==> config.mk <==
export PLATFORM = sky130hd
export DESIGN_NAME = wb_arbiter
export DESIGN_NICKNAME = d
export VERILOG_FILES = /design/src/rtl/bellatrix_bus_pkg.sv /design/src/rtl/rr_picker.sv /design/src/rtl/wb_arbiter.sv
export SDC_FILE = /design/constraint.sdc
export NUM_CORES = 1
export LEC_CHECK = 0
export ABC_AREA = 1
export CORE_AREA = 10 10 109 111
export CTS_BUF_LIST = sky130_fd_sc_hd__clkbuf_8
export DETAILED_ROUTE_END_ITERATION = 16
export DIE_AREA = 0 0 119 121
export PLACE_DENSITY_LB_ADDON = 0.12
export RECOVER_POWER = 25
export SYNTH_ARGS = -nofsm -noshare
export SYNTH_HDL_FRONTEND = slang
export SYNTH_SLANG_ARGS = --single-unit
==> constraint.sdc <==
create_clock -name clk -period 1.65 [get_ports clk]
set_clock_uncertainty 0.15 [all_clocks]
set_input_delay 0.33 -clock clk [delete_from_list [all_inputs] [get_ports clk]]
set_output_delay 0.33 -clock clk [all_outputs]
set_load 0.02 [all_outputs]
==> src/rtl/bellatrix_bus_pkg.sv <==
// Shared Wishbone B4 bus definitions: cycle/burst type encodings and arbiter state.
// Latency: n/a (constants and types only).
// Backpressure: n/a.
package bellatrix_bus_pkg;

    localparam logic [2:0] CTI_CLASSIC = 3'b000;
    localparam logic [2:0] CTI_CONST   = 3'b001;
    localparam logic [2:0] CTI_INCR    = 3'b010;
    localparam logic [2:0] CTI_EOB     = 3'b111;

    localparam logic [1:0] BTE_LINEAR  = 2'b00;
    localparam logic [1:0] BTE_WRAP4   = 2'b01;
    localparam logic [1:0] BTE_WRAP8   = 2'b10;
    localparam logic [1:0] BTE_WRAP16  = 2'b11;

    typedef enum logic [1:0] {
        IDLE  = 2'd0,
        OWN   = 2'd1,
        ABORT = 2'd2
    } arb_state_t;

endpackage

==> src/rtl/rr_picker.sv <==
// Round-robin request picker: first requester searching upward from last+1, wrapping.
// Latency: purely combinational.
// Backpressure: none; vld is low when no request is present.
module rr_picker #(
    parameter int N  = 2,
    parameter int LW = $clog2(N)
) (
    input  logic [N-1:0]  req,
    input  logic [LW-1:0] last,
    output logic [N-1:0]  winner,
    output logic          vld
);

    always_comb begin
        winner = '0;
        vld    = 1'b0;
        for (int k = 1; k <= N; k++) begin
            if (!vld && req[(int'(last) + k) % N]) begin
                winner[(int'(last) + k) % N] = 1'b1;
                vld = 1'b1;
            end
        end
    end

endmodule

==> src/rtl/wb_arbiter.sv <==
// Round-robin Wishbone B4 arbiter: NMASTERS masters onto one slave, grant held for the whole cyc window.
// Latency: grant one cycle after cyc seen in IDLE; ack/err/rdata combinational while owning.
// Backpressure: non-granted masters stall (no ack/err); hung slaves are aborted by a watchdog with err.
module wb_arbiter
    import bellatrix_bus_pkg::*;
#(
    parameter int NMASTERS = 2,
    parameter int TIMEOUT  = 255
) (
    input  logic                    clk,
    input  logic                    rst,
    input  logic [NMASTERS*32-1:0]  master_addr,
    input  logic [NMASTERS*32-1:0]  master_wdata,
    input  logic [NMASTERS*4-1:0]   master_sel,
    input  logic [NMASTERS-1:0]     master_we,
    input  logic [NMASTERS-1:0]     master_cyc,
    input  logic [NMASTERS-1:0]     master_stb,
    input  logic [NMASTERS*3-1:0]   master_cti,
    input  logic [NMASTERS*2-1:0]   master_bte,
    output logic [31:0]             master_rdata,
    output logic [NMASTERS-1:0]     master_ack,
    output logic [NMASTERS-1:0]     master_err,
    output logic [31:0]             slave_addr,
    output logic [31:0]             slave_wdata,
    output logic [3:0]              slave_sel,
    output logic                    slave_we,
    output logic [2:0]              slave_cti,
    output logic [1:0]              slave_bte,
    output logic                    slave_cyc,
    output logic                    slave_stb,
    input  logic [31:0]             slave_rdata,
    input  logic                    slave_ack,
    input  logic                    slave_err,
    output logic [NMASTERS-1:0]     grant
);

    localparam int LW = $clog2(NMASTERS);
    localparam int CW = (TIMEOUT > 0) ? $clog2(TIMEOUT + 1) : 1;
    localparam logic [CW-1:0] TO_VAL = CW'(TIMEOUT);

    arb_state_t          state_q, state_nxt;
    logic [NMASTERS-1:0] grant_q, grant_nxt;
    logic [LW-1:0]       last_q, last_nxt;
    logic [CW-1:0]       cnt_q, cnt_nxt;
    logic [NMASTERS-1:0] pick;
    logic                pick_vld;
    logic [LW-1:0]       pick_idx;
    logic [LW-1:0]       gidx;
    logic                own_cyc;
    logic                own_stb;
    logic                owning;
    logic                expire;

    rr_picker #(
        .N  (NMASTERS),
        .LW (LW)
    ) u_picker (
        .req    (master_cyc),
        .last   (last_q),
        .winner (pick),
        .vld    (pick_vld)
    );

    always_comb begin
        pick_idx = '0;
        gidx     = '0;
        for (int i = 0; i < NMASTERS; i++) begin
            if (pick[i])    pick_idx = LW'(i);
            if (grant_q[i]) gidx     = LW'(i);
        end
    end

    assign own_cyc = master_cyc[gidx];
    assign own_stb = master_stb[gidx];
    // Reset gates everything so a response arriving during rst never reaches a master.
    assign owning  = (state_q == OWN) && !rst;
    // Expiry is judged on the registered count so a same-cycle ack always wins.
    assign expire  = owning && (TIMEOUT != 0) && own_cyc && own_stb &&
                     (cnt_q == TO_VAL) && !slave_ack && !slave_err;

    assign master_rdata = slave_rdata;
    assign grant        = rst ? '0 : grant_q;

    always_comb begin
        slave_addr  = '0;
        slave_wdata = '0;
        slave_sel   = '0;
        slave_we    = 1'b0;
        slave_cti   = '0;
        slave_bte   = '0;
        slave_cyc   = 1'b0;
        slave_stb   = 1'b0;
        master_ack  = '0;
        master_err  = '0;
        if (owning) begin
            slave_addr  = master_addr[int'(gidx)*32 +: 32];
            slave_wdata = master_wdata[int'(gidx)*32 +: 32];
            slave_sel   = master_sel[int'(gidx)*4 +: 4];
            slave_we    = master_we[gidx];
            slave_cti   = master_cti[int'(gidx)*3 +: 3];
            slave_bte   = master_bte[int'(gidx)*2 +: 2];
            slave_cyc   = own_cyc;
            slave_stb   = own_stb;
            master_ack  = grant_q & {NMASTERS{slave_ack}};
            master_err  = grant_q & {NMASTERS{slave_err | expire}};
        end
    end

    always_comb begin
        state_nxt = state_q;
        grant_nxt = grant_q;
        last_nxt  = last_q;
        cnt_nxt   = cnt_q;
        case (state_q)
            IDLE: begin
                grant_nxt = '0;
                cnt_nxt   = '0;
                if (pick_vld) begin
                    state_nxt = OWN;
                    grant_nxt = pick;
                    last_nxt  = pick_idx;
                end
            end
            OWN: begin
                if (!own_cyc) begin
                    state_nxt = IDLE;
                    grant_nxt = '0;
                    cnt_nxt   = '0;
                end else if (expire) begin
                    state_nxt = ABORT;
                    cnt_nxt   = '0;
                end else if (slave_ack || slave_err) begin
                    cnt_nxt = '0;
                end else if (own_stb && (cnt_q != TO_VAL)) begin
                    cnt_nxt = cnt_q + 1'b1;
                end
            end
            ABORT: begin
                cnt_nxt = '0;
                if (!own_cyc) begin
                    state_nxt = IDLE;
                    grant_nxt = '0;
                end
            end
            default: begin
                state_nxt = IDLE;
                grant_nxt = '0;
                cnt_nxt   = '0;
            end
        endcase
    end

    always_ff @(posedge clk) begin
        if (rst) begin
            state_q <= IDLE;
            grant_q <= '0;
            last_q  <= LW'(NMASTERS - 1);
            cnt_q   <= '0;
        end else begin
            state_q <= state_nxt;
            grant_q <= grant_nxt;
            last_q  <= last_nxt;
            cnt_q   <= cnt_nxt;
        end
    end

endmodule
==> metrics.yaml, run 1 <==
hold_viol: 0
drive_above_1_share: 0.436
rows: 36
antennaDiodeCount: 0
drt_iter0_drc: 201
placed_area_um2: 5180
clockRootBuffer: "clkbuf_8"
synth-seq-cells: 13
gr-total-overflow: 0
synth_area_leaders: "nand2_1 30%, a21oi_1 18%, dfxtp_1 12%, buf_4 11%, a21oi_2 2.8%"
synth_cell_types: 28
tns_ps: -31530
layout_worst_path_cycle_share: 1.27
final_util: 0.625
crit_type: "reg -> out"
seq_area_um2: 269
drtPass1Iterations: 4
worst_slack_ps: -442
cts_tree: "built"
hpwlAfterDp_um: 11900
syn2layout_area_growth_pct: 176
peakVddDrop_mv: 0.788
r2r-start: "state_q[1]"
grt_pass1_vias: 3604
max_freq_mhz: 478
worstSkewPairLatency_ps: 250
drc: 0
outcome: "complete, but fails checks"
port_buffers: 237
synth_cells: 402
synthArstFlopShare: 0
avgSynthCellArea_um2: 5.43
tightest_slew_ps: 338
yosysMostFrequentCell: "nand2_1"
setup_viol: 90
synth_commonest_cells: "172 x nand2_1, 80 x a21oi_1, 33 x buf_4"
seq_area_frac_synth: 0.119
synth_nets: 594
power_density_nw_per_um2: 686
boundaryPins: 302
slew_violations: 0
synth_area_um2: 2180
die_w_um: 119
placeableCoreArea_um2: 9640
cp.required_ps: 1170
finalPower_mw: 4.13
detail_route.wl_per_cell_um: 20.0
yosys.area.top_type: "nand2_1"
fin_area_um2: 6020
synth_flop_cell: "dfxtp_1"
holdWs_ps: 355
cts.clk_slew.worst_paths_ps: 60
fin_nets: 851
slew_headroom: 0.774
dieArea_um2: 14400
end_kind: "primary output"
antenna_found_initial: 0
synth_top_area_frac: 0.296
routed_wl_um: 15800
p_leak_nw: 2.43
hold_buffers: 0
failed_checks: "setup timing"
cp-start-kind: "flip-flop"
vias: 3580
drv_cap: 0
grt_pass1_wl_um: 22600
grt_max_degree: 48
cts_buffers: 3
fillers: 881
clock_sinks: 13
routed_via_density: 4.53
die_h_um: 121
multi_input_area_um2: 2260
yosysWarnings: 0
crit_arrival_ps: 1610
clockBufferDepth: 2
worstSetupStartpoint: "state_q[1]"
period_needed_ps: 2090
synth-edff-count: 0
rsz0062_at_grt: "true"
place.gp.congestion: 0.786
min_from: "last_q"
detail-route-antenna-nets: 0
h-tree-depth: 1
worst-path-max-fanout: 7
hp-class: "reg -> reg"
grt_usage: 0.200
initial_core_util: 0.227
placed cells by master, fill, tap and decap left out, types with 3 or more instances in the layout:
master,netlist,final
buf_4,33,69
clkbuf_8,0,3
nand3_1,6,6
xor2_1,3,3
inv_2,6,7
nor2_1,15,8
dfxtp_2,0,4
nand2_2,7,12
nor2_4,1,5
xnor2_1,4,4
a21oi_1,80,5
nor2_2,0,3
nand2_4,1,3
inv_1,10,8
nand2_1,172,165
a21oi_2,7,36
dfxtp_1,13,8
a21oi_4,0,46
clkdlybuf4s50_1,0,152
buf_6,0,71
buf_12,0,4
buf_16,0,9
o21ai_1,3,3
per-layer routing:
layer  up-vias  global-route usage  wire length, µm  part of all wire
met3        11              0.0479              967             0.061
li1       1772                   -                -                 -
met1      1652               0.216             5870              0.37
met2       145               0.386             8750              0.55
met5         -                   0                0                 0
met4         0              0.0397              201             0.013
timing repair:
action                                 in CTS  in global routing
pin swaps                                   6                  9
gates cloned                                7                  0
gates resized for setup                   515                 49
endpoints found under the hold margin       0                  0
buffers inserted                           12                  7
setup endpoints to repair                  92                 92
flip-flops by register name, indices dropped and copies added (netlist names):
signal,count
state_q,2
last_q,1
cnt_q,8
grant_q,2
path summary, 6_finish.rpt:
| kind | cells after the start | endpoint | slack (ps) |
|---|---|---|---|
| worst min register to register | 2 | last_q | 360 |
| worst max-delay path | 9 | slave_addr[9] | -440 |
| worst min-delay path | 2 | last_q | 360 |
| worst max register to register | 15 | state_q[0] | -210 |
critical path, cell delays in order, from the launching register on:
cell	delay, ps
dfxtp_2	320
inv_2	70
ha_4	130
inv_4	40
nor2_4	140
inv_6	80
buf_4	150
buf_16	150
a21oi_2	140
buf_6	140
area by class of cell:
type,count,area share
sequential,13,0.0447
multi-input combinational,315,0.375
tap,133,0.0276
inverter,17,0.0131
timing repair buffer,309,0.533
clock inverter,1,0.000623
clock buffer,3,0.00686
per-stage QoR:
step	instances	setup slack, ps
6_report	791	-442
5_1_grt	791	-513
4_1_cts	785	-455
3_5_place_dp	762	-1010
3_3_place_gp	762	-991
2_1_floorplan	402	-244
logic make-up after synthesis:
logic type	count (synthesis)	share of synthesized area
adder cells (fa/ha/maj)	4	0.0229
XOR/XNOR	7	0.0281
AO/OA/AOI/OAI	92	0.229
AND/OR/NAND/NOR	212	0.410
flip-flops	13	0.119
buffers and inverters	74	0.191
power by group:
part / switching (mW) / internal [mW]
clock: 0.127 / 0.165
sequential: 0.0400 / 0.355
combinational: 1.77 / 1.68
total: 1.93 / 2.20
(Power assumes the default switching activity.)
==> run 2, diff against run 1 <==
--- a/config.mk
+++ b/config.mk
@@ -12,6 +12,7 @@
 export DIE_AREA = 0 0 119 121
 export PLACE_DENSITY_LB_ADDON = 0.12
 export RECOVER_POWER = 25
+export SLEW_MARGIN = 25
 export SYNTH_ARGS = -nofsm -noshare
 export SYNTH_HDL_FRONTEND = slang
 export SYNTH_SLANG_ARGS = --single-unit
==> results of run 2 <==
The final DEF is identical to that of run 1; final timing and power are the same.
==> run 3, diff against run 2 <==
--- a/config.mk
+++ b/config.mk
@@ -12,6 +12,7 @@
 export DIE_AREA = 0 0 119 121
 export PLACE_DENSITY_LB_ADDON = 0.12
 export RECOVER_POWER = 25
+export SETUP_SLACK_MARGIN = 0.4
 export SLEW_MARGIN = 25
 export SYNTH_ARGS = -nofsm -noshare
 export SYNTH_HDL_FRONTEND = slang
==> run 3 against run 2 <==
The run still ends with setup timing left. Setup slack got worse by 3.6 ps. First-iteration DRC count is 49% lower. Sequential cell count stayed put. Via count fell by 1.2%. Final area is 1.3% lower. Combinational power shrank 2%. Largest power group unchanged. Critical path type unchanged. Largest cell class unchanged. Wire length fell by 7.2%. Core utilization down 0.83 points. Total power is 2.0% lower. Global-route usage is 1.3 points lower. Critical path depth rose by 2. Fmax shrank 0.17%.
==> metrics.yaml, run 3 (same netlist as run 1, synthesis figures left out) <==
cts_tree: "built"
drv_cap: 0
rsz0062_at_grt: "true"
r2r-end: "cnt_q[5]"
routed_wl_um: 14600
initial_core_util: 0.227
layout_worst_path_cycle_share: 1.27
place.gp.congestion: 0.824
period_needed_ps: 2100
clockBufferDepth: 2
final_util: 0.617
fin_area_um2: 5940
swShare: 0.480
grt_pass1_wl_um: 21500
peakVddDrop_mv: 0.714
hpwlAfterDp_um: 11700
placed_area_um2: 5580
crit_arrival_ps: 1620
boundaryPins: 302
r2r-start: "state_q[1]"
rows: 36
vias: 3536
placeableCoreArea_um2: 9640
whs_endpoint: "grant_q[1]"
drive_above_1_share: 0.417
gr-total-overflow: 0
cts.clk_slew.worst_paths_ps: 60
antennaDiodeCount: 0
antenna_found_initial: 0
largestRegisters: "cnt_q: 8 flops, grant_q: 2 flops, state_q: 2 flops"
detail_route.wl_per_cell_um: 18.7
p_clk_frac: 0.072
power_density_nw_per_um2: 681
slew_violations: 0
worstSkewPairLatency_ps: 250
end_kind: "primary output"
fin_nets: 841
slew_headroom: 0.808
cp.required_ps: 1170
regMostFlops: "cnt_q"
largest_reg_flops: 8
clockRootBuffer: "clkbuf_8"
dieArea_um2: 14400
intPower_mw: 2.10
hold_buffers: 0
worst_slack_ps: -446
reg2reg_depth: 11
grt_pass1_vias: 3520
clock_sinks: 13
power_frac_seq: 0.098
port_buffers: 237
die_w_um: 119
drc: 0
grt_max_degree: 33
drtPass1Iterations: 4
setup_viol: 91
cts_buffers: 3
hp-class: "in -> reg"
layout_common_cells: "166 x nand2_1, 151 x clkdlybuf4s50_1, 80 x buf_4, 66 x a21oi_4, 42 x buf_6"
outcome: "complete, but fails checks"
hold_viol: 0
p_leak_nw: 2.38
die_h_um: 121
crit_type: "reg -> out"
cp-start-kind: "flip-flop"
ff2ff_setup_slack_ps: -100
tightest_slew_ps: 287
final_common_cell: "nand2_1"
failed_checks: "setup timing"
detail-route-antenna-nets: 0
p_sw_mw: 1.95
drt_iter0_drc: 103
comb_power_share: 0.830
h-tree-depth: 1
syn2layout_area_growth_pct: 172
grt_usage: 0.188
max_freq_mhz: 477
min_from: "rst"
routed_via_density: 4.53
whs_path_depth: 3
worst-path-max-fanout: 6
==> run 3: changes by cell type in the layout (fill, tap and decap cells not counted), sizes merged <==
cell,previous run,this run
clkdlybuf4s15,1,0
buf,153,145
dlygate4sd2,2,3
clkdlybuf4s50,152,151
dlymetal6s2s,1,0
==> run 3: final cells by class <==
type | instances | area [µm²]
Clock buffer | 3 | 41.3
Clock inverter | 1 | 3.75
Fill cell | 917 | 3700
Inverter | 17 | 78.8
Multi-Input combinational cell | 315 | 2380
Sequential cell | 13 | 273
Tap cell | 133 | 166
Timing Repair Buffer | 299 | 3000
==> run 3: worst max path at each step <==
stage / startpoint / end / cells after the start
3_5_place_dp: rst / master_err[0] / 9
5_1_grt: state_q[1] / master_err[0] / 11
3_3_place_gp: master_cyc[1] / master_err[0] / 10
2_1_floorplan: state_q[1] / master_err[1] / 10
6_report: state_q[1] / master_err[0] / 11
4_1_cts: state_q[1] / master_err[0] / 11
==> run 3: repair_timing <==
item / in CTS / in global routing
pin swaps: 14 / 6
cloned: 5 / 0
buffers inserted: 9 / 1
gates resized for setup: 464 / 7
setup endpoints to repair: 94 / 94
==> run 3: worst max-delay path: stages, from the launching register on <==
cell	delay, ps
dfxtp_2	320
inv_2	60
ha_4	120
inv_2	40
nor2_4	120
inv_6	70
nor2_4	120
nand4_4	120
nand2_4	130
nand2_4	60
nor2_4	70
buf_6	120
==> run 3: through the flow <==
stage	hold slack (ps)	std cells	TNS [ps]	total power, mW	setup WS [ps]
2_1_floorplan	252	402	-4240	2.18	-243
3_3_place_gp	312	762	-71700	3.33	-982
3_5_place_dp	335	762	-73740	3.36	-1010
4_1_cts	265	780	-29010	4.06	-456
5_1_grt	266	781	-35900	4.27	-547
6_report	266	781	-28860	4.05	-446
==> run 3: power groups by stage <==
stage	combinational, mW	sequential (mW)	clock [mW]
2_1_floorplan	1.80	0.384	0
3_3_place_gp	2.93	0.396	0
3_5_place_dp	2.96	0.397	0
4_1_cts	3.36	0.394	0.305
5_1_grt	3.55	0.402	0.318
6_report	3.36	0.397	0.293
==> run 3: routing by layer <==
metal | routed length, µm | vias up | global-route usage
met5 | 0 | - | 0
met4 | 148 | 0 | 0.0359
met3 | 892 | 20 | 0.0442
met2 | 7960 | 134 | 0.357
met1 | 5640 | 1634 | 0.207
li1 | - | 1748 | -
